[config.mk]
export PLATFORM = sky130hd
export DESIGN_NAME = mtr_pwm_drv
export DESIGN_NICKNAME = d
export VERILOG_FILES = /design/src/rtl/mtr_pwm_drv.sv
export SDC_FILE = /design/constraint.sdc
export NUM_CORES = 1
export LEC_CHECK = 0
export ABC_CLOCK_PERIOD_IN_PS = 2400
export CAP_MARGIN = 20
export CORE_MARGIN = 2
export CORE_UTILIZATION = 50
export DETAILED_ROUTE_END_ITERATION = 10
export GPL_TIMING_DRIVEN = 0
export HOLD_SLACK_MARGIN = 0.05
export PLACE_DENSITY = 0.71
export SLEW_MARGIN = 10
export SYNTH_ARGS = -nofsm -noshare
export SYNTH_HDL_FRONTEND = slang
export SYNTH_SLANG_ARGS = --single-unit
[constraint.sdc]
create_clock -name clk -period 2.4 [get_ports clk]
set_clock_uncertainty 0.15 [all_clocks]
set_input_delay 0.48 -clock clk [delete_from_list [all_inputs] [get_ports clk]]
set_output_delay 0.48 -clock clk [all_outputs]
set_load 0.05 [all_outputs]
[src/rtl/mtr_pwm_drv.sv]
// Dual-channel H-bridge PWM driver.
// Takes the signed left/right wheel speed commands and drives two complementary,
// dead-time protected 11-bit PWM channels. Both channels share one period counter.
// Duty is latched only at the end of a period, so a new command never changes a
// period that is already running.
//
// Dead-time FSM, one instance per channel:
//   state   | meaning
//   LOW_ON  | low-side gate on  (PWM1=0, PWM2=1)
//   DEAD    | both gates off, dcnt counting the non-overlap window
//   HIGH_ON | high-side gate on (PWM1=1, PWM2=0)
//
// The FSM watches the next value of raw_q. A raw edge therefore drops both gates
// in the same cycle that raw_q changes. The opposite gate turns on NONOVERLAP
// cycles later, unless raw toggles again first; in that case the window restarts.
module mtr_pwm_drv #(
  parameter int unsigned NONOVERLAP = 32
) (
  input  logic        clk,
  input  logic        rst,
  input  logic        en,
  input  logic [10:0] lft_spd,
  input  logic [10:0] rght_spd,
  output logic        lftPWM1,
  output logic        lftPWM2,
  output logic        rghtPWM1,
  output logic        rghtPWM2,
  output logic        prd_strt
);

  typedef enum logic [1:0] {
    LOW_ON  = 2'd0,
    DEAD    = 2'd1,
    HIGH_ON = 2'd2
  } dt_state_e;

  localparam logic [5:0] DCNT_LAST = 6'(NONOVERLAP - 1);

  // -1024 has no positive mirror; clamp it to -1023 so the duty stays in 1..2047.
  function automatic logic [10:0] spd2duty(input logic [10:0] spd);
    logic [10:0] clamped;
    clamped = (spd == 11'h400) ? 11'h401 : spd;
    return 11'h400 + clamped;
  endfunction

  logic [10:0]      cnt_q, cnt_d;
  logic             prd_q, prd_d;
  logic [1:0][10:0] spd_w;
  logic [1:0]       pwm1_w, pwm2_w;

  assign spd_w = {rght_spd, lft_spd};

  // Shared period counter; parked at 0 while disabled so enabling starts a fresh period.
  always_comb begin
    cnt_d = en ? (cnt_q + 11'd1) : 11'd0;
    prd_d = en && (cnt_q == 11'd0);
  end

  // Period counter and period-start pulse registers.
  always_ff @(posedge clk) begin
    if (rst) begin
      cnt_q <= 11'd0;
      prd_q <= 1'b0;
    end else begin
      cnt_q <= cnt_d;
      prd_q <= prd_d;
    end
  end

  for (genvar ch = 0; ch < 2; ch++) begin : g_ch
    logic [10:0] duty_q, duty_d;
    logic        raw_q, raw_d;
    dt_state_e   state_q, state_d;
    logic [5:0]  dcnt_q, dcnt_d;
    logic        pwm1_q, pwm1_d;
    logic        pwm2_q, pwm2_d;

    // Duty latch (end of period or while disabled) and raw duty comparator.
    always_comb begin
      duty_d = duty_q;
      if (!en || (cnt_q == 11'h7FF)) begin
        duty_d = spd2duty(spd_w[ch]);
      end
      raw_d = en && (cnt_q < duty_q);
    end

    // State register: duty, raw compare, dead-time FSM and gate outputs.
    always_ff @(posedge clk) begin
      if (rst) begin
        duty_q  <= 11'h400;
        raw_q   <= 1'b0;
        state_q <= DEAD;
        dcnt_q  <= 6'd0;
        pwm1_q  <= 1'b0;
        pwm2_q  <= 1'b0;
      end else begin
        duty_q  <= duty_d;
        raw_q   <= raw_d;
        state_q <= state_d;
        dcnt_q  <= dcnt_d;
        pwm1_q  <= pwm1_d;
        pwm2_q  <= pwm2_d;
      end
    end

    // Next-state logic: a raw edge or disable always wins over the dead-time terminal count.
    always_comb begin
      state_d = state_q;
      dcnt_d  = dcnt_q;
      if (!en || (raw_d != raw_q)) begin
        state_d = DEAD;
        dcnt_d  = 6'd0;
      end else if (state_q == DEAD) begin
        if (dcnt_q == DCNT_LAST) begin
          state_d = raw_q ? HIGH_ON : LOW_ON;
          dcnt_d  = 6'd0;
        end else begin
          dcnt_d = dcnt_q + 6'd1;
        end
      end
    end

    // Output decode from the next state; the gates are registered to stay glitch-free.
    always_comb begin
      pwm1_d = (state_d == HIGH_ON);
      pwm2_d = (state_d == LOW_ON);
    end

    assign pwm1_w[ch] = pwm1_q;
    assign pwm2_w[ch] = pwm2_q;
  end

  assign lftPWM1  = pwm1_w[0];
  assign lftPWM2  = pwm2_w[0];
  assign rghtPWM1 = pwm1_w[1];
  assign rghtPWM2 = pwm2_w[1];
  assign prd_strt = prd_q;

endmodule

==> summary.md, run 1 <==
| Metric | Value |
|---|---|
| Status | finished clean |
| Worst IR Drop VDD | 0.209 mV |
| CP Class | input port to register |
| Setup Viol. Count Final | 0 |
| Number of flops mapped to enable cells by yosys | 0 |
| Synth top cells by count | dfxtp_1, nand2_1, o21ai_0 |
| ANT nets after route | 0 |
| Area grow syn2layout | 15.5% |
| CTS Sinks | 56 |
| Sequential area share after synthesis | 35.5% |
| WP buf/inv | 2 |
| Dominant synthesized flop cell | dfxtp_1 |
| Ports | 30 |
| Total power | 0.00172 W |
| Total number of yosys warnings | 0 |
| Post-layout min period | 2.27 ns |
| CTS buffer count | 5 |
| Die Width | 83.5 um |
| HPWL Detailed | 4850 um |
| Worst min path class | register to register |
| Initial antenna violation count | 0 |
| Largest net degree at the start of global routing | 17 |
| Asr flop ratio synth | 0% |
| Synth Register Bits | 56 |
| Syn avg cell area | 8.26 sq um |
| Root Driver | clkbuf_8 |
| Post-synth cell types | 47 |
| First DRT Iteration DRCs | 73 |
| RD Place Congestion | 0.823 |
| TritonCTS clock tree | built |
| Vias in the first global route | 2,489 |
| Synth top area cells | dfxtp_1, ha_1, nand2_1 |
| Placement row count | 28 |
| Fin. max-slew vios | 0 |
| Fmax | 440 MHz |
| Final Hold Vio Count | 0 |
| CTS hold repair buffers | 0 |
| H-Tree Level Count | 2 |
| Mapped Cells | 382 |
| # DRC | 0 |
| PortBufs | 28 |
| Die Area | 0.00696 sq mm |
| Core Util, Final | 60.5% |
| All-Layer GR Usage | 18.9% |
| Actual slew at the worst max-slew pin | 0.527 ns |
| Synth top area share | 35.5% |
| Routed vias | 2,694 |
| Worst skew pair latency | 0.31 ns |
| Final WL | 6440 um |
| CP Max Fanout | 9 |
| Sequential share of power | 56.8% |
| CP max stage cell | clkdlybuf4s50_1 |
| Yosys top cell by area | dfxtp_1 |
| Die height | 83.5 um |
| Combinational share of power | 11.7% |
| Delay-heaviest family, CP | buffers and inverters |
| Share of layout cells above drive strength 1 | 6.46% |
| Total grt overflow | 0 |
| Period utilization | 94.8% |
| Routed WL per cell | 13.1 um |
| PwrDens | 471 mW/mm^2 |
| TritonRoute pass-1 iters | 4 |
| Core ar. | 0.00603 sq mm |
| Vias/cell | 5.46 |
| Initial Util | 52.4% |
| Ant diodes | 0 |
| Max-Cap Viols | 0 |
| RSZ-0062 raised after global routing | false |
| CP required | 2.51 ns |
| Final #Nets | 466 |
| Crit. End Element | register |
| Cell Area, Synth | 0.00316 sq mm |
| Clock power frac | 31.5% |
| Max clock buf depth | 2 |
| Pint | 0.00128 W |
| Crit start category | input port |
| Switching share of power | 25.2% |
| First-pass GRT wire length | 11,100 um |
| Setup bufs post-CTS | 0 |
| Critical path, cell by cell | clkdlybuf4s50_1 > nor2b_1 > and2_1 > clkbuf_1 > a21boi_0 > mux2_2 |
| Worst path max stage delay | 0.65 ns |
| Syn nets | 431 |
| Net Sw Power | 0.000433 W |
| P_leak | 1.40 nW |
| Worst-path clk slew | 0.10 ns |
| Max-slew headroom | 64.7% |
| WP data arrival | 2.39 ns |
sequential cells by signal (all words and copies together) (netlist names):
register / flops
g_ch.duty_q: 22
g_ch.dcnt_q: 12
cnt_q: 11
g_ch.state_q: 4
g_ch.raw_q: 2
lftPWM1: 1
lftPWM2: 1
prd_strt: 1
rghtPWM1: 1
rghtPWM2: 1
kinds of logic after synthesis:
family                     Yosys count  synth area share (%)
and+or+nand+nor                    145                  24.3
muxes                               21                  6.82
DFF                                 56                  35.5
AOI/OAI and AO/OA                   83                  15.8
buffers and inverters               44                  5.63
xor gates and xnor gates             9                  2.50
adders and majority gates           24                  9.51
per-stage QoR:
step           instance area (sq um)  setup TNS (ns)  setup slack, ns  hold WS (ns)  cells
3_3_place_gp                    3530           -3.15           -0.324         0.290    485
5_1_grt                         3640               0          0.00333         0.333    493
2_1_floorplan                   3160               0            0.357         0.282    382
3_5_place_dp                    3530           -3.10           -0.290         0.295    485
4_1_cts                         3630               0           0.0606         0.307    493
6_report                        3640               0            0.125         0.305    493
repair_timing:
item,4_1_cts,5_1_grt
resized for setup,1,5
gates cloned,0,0
endpoints found under the setup margin,1,11
cells in the final DEF, fill, tap and decap left out, types with 3 or more instances in the layout:
cell type	instances
clkdlybuf4s50_1	28
nand2_1	56
xnor2_1	6
and2_1	7
or3_1	3
clkbuf_1	10
mux2_2	3
inv_1	28
a21oi_1	29
mux2i_1	17
xor2_1	3
nand2b_1	5
nor2_1	14
nor4_1	5
nand4_1	4
buf_2	3
nor3_1	13
and4_1	3
a31oi_1	3
nor4b_1	4
nand3_1	9
ha_1	24
o21a_1	4
a211oi_1	4
clkbuf_8	6
nor2b_1	8
nand4b_1	3
o21ai_0	31
dfxtp_1	54
path summary, 6_finish.rpt:
path	end	slack [ns]	start	cells after the start
worst min register to register	g_ch[1].duty_q[4]	0.30	g_ch[1].duty_q[4]	2
worst max register to register	lftPWM1	0.17	cnt_q[6]	6
worst min-delay path	g_ch[1].duty_q[4]	0.30	g_ch[1].duty_q[4]	2
worst max-delay path	lftPWM1	0.13	en	6
cell type report:
cell class	instances	area, sq um
multi-input combinational	282	1870
fill	570	2380
inverter	28	105
tap	75	93.8
timing repair buffer	28	280
sequential	56	1120
clock inverter	2	10.0
clock buffer	6	82.6
buffer	16	78.8
power by group through the flow:
stage | combinational (W) | clock, W | sequential, W
final | 0.000201 | 0.000542 | 0.000976
after floorplan | 0.000118 | 0 | 0.000996
after global routing | 0.000227 | 0.000588 | 0.000980
after detailed placement | 0.000197 | 0 | 0.000998
after global placement | 0.000193 | 0 | 0.000997
after CTS | 0.000200 | 0.000552 | 0.000976
worst min-delay path, stage by stage, from the launching register on:
cell     delay [ns]
dfxtp_1        0.32
nand2_1        0.05
a21oi_1        0.05
routing by layer:
| layer | up-vias | routed length, um | share of wire (%) | global-route usage (%) |
|---|---|---|---|---|
| li1 | 1414 | - | - | - |
| met1 | 1218 | 3120 | 49 | 23.6 |
| met3 | 8 | 221 | 3.4 | 3.66 |
| met2 | 54 | 3020 | 47 | 33.8 |
| met5 | - | 0 | 0 | 0 |
| met4 | 0 | 75 | 1.2 | 4.55 |
(Power assumes the default switching activity.)
==> run 2: changes to the inputs <==
ABC_CLOCK_PERIOD_IN_PS = 2500   (was 2400)
clock period = 2.5 ns   (was 2.4 ns; I/O delays follow)
==> run 2 against run 1 <==
Sequential share of layout area about the same. Final cell count did not move. Global-route usage about the same. Design area shrank 0.17%. Critical path depth is the same. Worst setup slack better by 0.056 ns. Sequential power shrank 4.0%.
==> summary.md, run 2 (synthesis gave the netlist of run 1 again) <==
| Metric | Value |
|---|---|
| TritonCTS clock tree | built |
| Period utilization | 92.8% |
| Fillers | 570 |
| Crit. End Element | register |
| Setup Viol. Count Final | 0 |
| Vias in the first global route | 2,486 |
| Largest register FFs | 22 |
| CP Max Fanout | 10 |
| Worst-path clk slew | 0.10 ns |
| Vias/cell | 5.53 |
| P_leak | 1.40 nW |
| Hold_ws | 0.305 ns |
| Die Area | 0.00696 sq mm |
| Total grt overflow | 0 |
| Routed vias | 2,725 |
| Placed Area | 0.00353 sq mm |
| Post-layout min period | 2.32 ns |
| PwrDens | 453 mW/mm^2 |
| All-Layer GR Usage | 18.9% |
| RSZ-0062 raised after global routing | false |
| Largest net degree at the start of global routing | 17 |
| Crit start category | register |
| Design area | 0.00364 sq mm |
| CP Class | register to register |
| Setup ws final | 0.181 ns |
| Placement row count | 28 |
| Dpl ws | -0.210 ns |
| Die Width | 83.5 um |
| Core ar. | 0.00603 sq mm |
| PortBufs | 28 |
| Status | finished clean |
| Worst min path class | register to register |
| Ant diodes | 0 |
| Top reg by flops | g_ch.duty_q |
| Routed WL per cell | 13.1 um |
| Fin. max-slew vios | 0 |
| # DRC | 0 |
| Initial antenna violation count | 0 |
| Setup bufs post-CTS | 0 |
| Initial Util | 52.4% |
| Fmax | 431 MHz |
| ANT nets after route | 0 |
| H-Tree Level Count | 2 |
| HPWL Detailed | 4850 um |
| CTS Sinks | 56 |
| CTS hold repair buffers | 0 |
| Max clock buf depth | 2 |
| Max-slew headroom | 64.7% |
| Max-Cap Viols | 0 |
| Final WL | 6470 um |
| RD Place Congestion | 0.823 |
| CP required | 2.56 ns |
| Root Driver | clkbuf_8 |
| Worst IR Drop VDD | 0.201 mV |
| Share of layout cells above drive strength 1 | 5.98% |
| TritonRoute pass-1 iters | 4 |
| Worst skew pair latency | 0.31 ns |
| Most frequent cells in the layout | nand2_1, dfxtp_1, o21ai_0 |
| CTS buffer count | 5 |
| First DRT Iteration DRCs | 76 |
| First-pass GRT wire length | 11,000 um |
| Largest registers | g_ch.duty_q: 22 flops, g_ch.dcnt_q: 12 flops, cnt_q: 11 flops |
| Ports | 30 |
| Total Neg Setup Slack | 0 ns |
| Final Hold Vio Count | 0 |
| Area grow syn2layout | 15.3% |
| Die height | 83.5 um |
| WP data arrival | 2.38 ns |
| Resized cells post-CTS | 0 |
| Actual slew at the worst max-slew pin | 0.528 ns |
| Final #Nets | 466 |
[run 2: cell types whose count changed in the layout (fill, tap and decap cells not counted)]
cell	previous run	this run
dfxtp_2	2	0
buf_6	1	0
dfxtp_1	54	56
buf_4	1	2
[run 2: worst max-delay path: stages (launching register included)]
cell	delay [ns]
dfxtp_1	0.49
ha_1	0.31
a211oi_1	0.21
o21ai_0	0.14
a221oi_2	0.29
buf_4	0.27
mux2_2	0.35
[run 2: area by class of cell]
class	count	area (sq um)	share of cell area, %
Sequential cell	56	1120	30.8
Buffer	16	75.1	2.06
Inverter	28	105	2.89
Multi-Input combinational cell	282	1870	51.4
Clock inverter	2	10.0	0.275
Clock buffer	6	82.6	2.27
Timing Repair Buffer	28	280	7.70
Tap cell	75	93.8	2.58
[run 2: where the power goes]
| part | switching [W] | internal [W] |
|---|---|---|
| combinational | 0.0000999 | 0.0000919 |
| clock | 0.000298 | 0.000222 |
| sequential | 0.0000183 | 0.000919 |
[run 2: worst paths after layout]
path | depth (start not counted) | slack [ns] | endpoint | start
setup reg to reg | 6 | 0.18 | lftPWM1 | cnt_q[8]
hold reg to reg | 2 | 0.30 | g_ch[1].duty_q[4] | g_ch[1].duty_q[4]
setup / recovery | 6 | 0.18 | lftPWM1 | cnt_q[8]
hold / removal | 2 | 0.30 | g_ch[1].duty_q[4] | g_ch[1].duty_q[4]
[run 2: metal layers]
layer  global-route usage, %  routed length [um]  vias to the layer above
met1                    23.4                3130                     1230
met2                    33.8                3010                       64
met3                    3.66                 225                       14
met5                       0                   0                        -
li1                        -                   -                     1417
met4                    4.55                 108                        0
[run 2: through the flow]
stage	std cells	util [%]	power, W
CTS	493	60.1	0.00166
detailed placement	485	58.6	0.00115
finish	493	60.4	0.00165
global route	493	60.4	0.00172
global placement	485	58.6	0.00114
floorplan	382	-	0.00107
==> run 3: changes to the inputs <==
CORE_UTILIZATION = 27   (was 50)
PLACE_DENSITY = unset   (was 0.71)
==> run 3 against run 2 <==
Via count about the same. Register-to-register slack got worse by 0.02 ns. Count of clock-buffer cells in the layout is 2 higher. Combinational power about the same. Highest routed layer unchanged.
==> summary.md, run 3 (synthesis gave the netlist of run 1 again) <==
| Metric | Value |
|---|---|
| Combinational share of power | 10.4% |
| Crit start category | register |
| Ports | 30 |
| All-Layer GR Usage | 11.5% |
| HPWL Detailed | 5230 um |
| Top reg by flops | g_ch.duty_q |
| Clock power frac | 39.1% |
| Final Hold Vio Count | 0 |
| Crit. End Element | register |
| Design area | 0.00377 sq mm |
| Fillers | 1,225 |
| Die Area | 0.0126 sq mm |
| Period utilization | 93.6% |
| # DRC | 0 |
| Setup crit end | lftPWM1 |
| CTS Sinks | 56 |
| Die height | 112 um |
| Total power | 0.00186 W |
| Max-Cap Viols | 0 |
| Fmax | 427 MHz |
| ANT nets after route | 0 |
| CP Class | register to register |
| CP required | 2.53 ns |
| TritonCTS clock tree | built |
| Area grow syn2layout | 19.5% |
| Worst-case reg-to-reg path depth | 6 |
| Worst min path class | register to register |
| Largest register FFs | 22 |
| Actual slew at the worst max-slew pin | 0.523 ns |
| Worst-path clk slew | 0.07 ns |
| Final WL | 7120 um |
| Max-slew headroom | 65.0% |
| Final #Nets | 466 |
| Routed vias | 2,724 |
| Vias/cell | 4.86 |
| Total grt overflow | 0 |
| Initial Util | 27.6% |
| CTS buffer count | 5 |
| Worst hold path startpoint | g_ch[1].duty_q[8] |
| Fin. max-slew vios | 0 |
| Status | finished clean |
| WP data arrival | 2.37 ns |
| PwrDens | 492 mW/mm^2 |
| Die Width | 112 um |
| Routed WL per cell | 12.7 um |
| Initial antenna violation count | 0 |
| PortBufs | 28 |
| TritonRoute pass-1 iters | 4 |
| Most frequent cells in the layout | nand2_1, dfxtp_1, o21ai_0 |
| RD Place Congestion | 0.773 |
| Root Driver | clkbuf_16 |
| Max clock buf depth | 2 |
| P_leak | 1.42 nW |
| Ant diodes | 0 |
| Internal reg-to-reg setup slack | 0.16 ns |
| Sequential share of power | 50.5% |
| Reg-to-Reg Start | cnt_q[6] |
| CTS hold repair buffers | 0 |
| Core ar. | 0.0114 sq mm |
| Largest net degree at the start of global routing | 16 |
| Placed Area | 0.00362 sq mm |
| Reg-to-Reg End | lftPWM1 |
| Worst skew pair latency | 0.29 ns |
| Worst IR Drop VDD | 0.293 mV |
| Placement row count | 39 |
| Setup Viol. Count Final | 0 |
| Pint | 0.00141 W |
| Vias in the first global route | 2,592 |
| Largest registers | g_ch.duty_q: 22 flops, g_ch.dcnt_q: 12 flops, cnt_q: 11 flops |
| Switching share of power | 23.9% |
| H-Tree Level Count | 2 |
| Crit path launch | cnt_q[6] |
| CP Max Fanout | 10 |
| First-pass GRT wire length | 12,000 um |
| Share of layout cells above drive strength 1 | 5.50% |
| First DRT Iteration DRCs | 101 |
| RSZ-0062 raised after global routing | false |
| Post-layout min period | 2.34 ns |
| Net Sw Power | 0.000444 W |
==> run 3: cell types whose count changed in the layout (fill, tap and decap cells not counted) <==
cell	before	now
clkbuf_8	6	1
a221oi_2	2	1
clkbuf_1	10	12
clkinv_2	2	0
a221oi_1	0	1
nor2b_2	0	1
nor2b_1	8	7
clkbuf_16	0	5
==> run 3: area by class of cell <==
type                            instances  area [sq um]  share of cell area, %
Inverter                               28           105                   2.79
Tap cell                              143           179                   4.74
Multi-Input combinational cell        282          1870                   49.5
Buffer                                 16          75.1                   1.99
Clock buffer                            8           146                   3.88
Sequential cell                        56          1120                   29.7
Timing Repair Buffer                   28           280                   7.43
==> run 3: repair_timing <==
item,CTS,global route
buffers inserted,0,0
setup endpoints to repair,0,3
gates resized for setup,0,3
==> run 3: how the worst min path moves through the flow <==
stage	slack [ns]	cells after the start	to
5_1_grt	0.33	2	g_ch[0].duty_q[3]
6_report	0.30	2	g_ch[1].duty_q[8]
4_1_cts	0.30	2	g_ch[1].duty_q[8]
3_3_place_gp	0.29	2	g_ch[0].duty_q[3]
3_5_place_dp	0.29	2	g_ch[0].duty_q[9]
2_1_floorplan	0.28	2	g_ch[0].duty_q[1]
==> run 3: worst max-delay path, cell delays in order (launching register included) <==
cell,delay (ns)
dfxtp_1,0.52
ha_1,0.31
a21oi_1,0.14
o21ai_0,0.13
a221oi_2,0.33
buf_4,0.28
mux2_2,0.37
==> run 3: power by group through the flow <==
stage / Sequential, W / Clock [W] / Combinational (W)
after floorplan: 0.000956 / 0 / 0.000113
after global placement: 0.000956 / 0 / 0.000188
after detailed placement: 0.000957 / 0 / 0.000192
after CTS: 0.000936 / 0.000744 / 0.000193
after global routing: 0.000940 / 0.000785 / 0.000216
final: 0.000937 / 0.000725 / 0.000193
==> run 3: through the flow <==
| step | hold slack, ns | util, % | instances | setup TNS (ns) | setup WS [ns] |
|---|---|---|---|---|---|
| after CTS | 0.304 | 32.9 | 561 | 0 | 0.0542 |
| after global placement | 0.292 | 31.7 | 553 | -1.73 | -0.209 |
| after global routing | 0.326 | 33.0 | 561 | 0 | 0.0105 |
| after floorplan | 0.282 | - | 382 | 0 | 0.457 |
| after detailed placement | 0.295 | 31.7 | 553 | -1.79 | -0.205 |
| final | 0.304 | 33.0 | 561 | 0 | 0.159 |
==> run 3: layer usage <==
layer | track usage [%] | up-vias | wire length (um) | share of wire [%]
met1 | 15.0 | 1253 | 3460 | 49
met3 | 2.11 | 7 | 294 | 4.1
li1 | - | 1415 | - | -
met4 | 3.17 | 0 | 78 | 1.1
met2 | 19.7 | 49 | 3280 | 46
met5 | 0 | - | 0 | 0
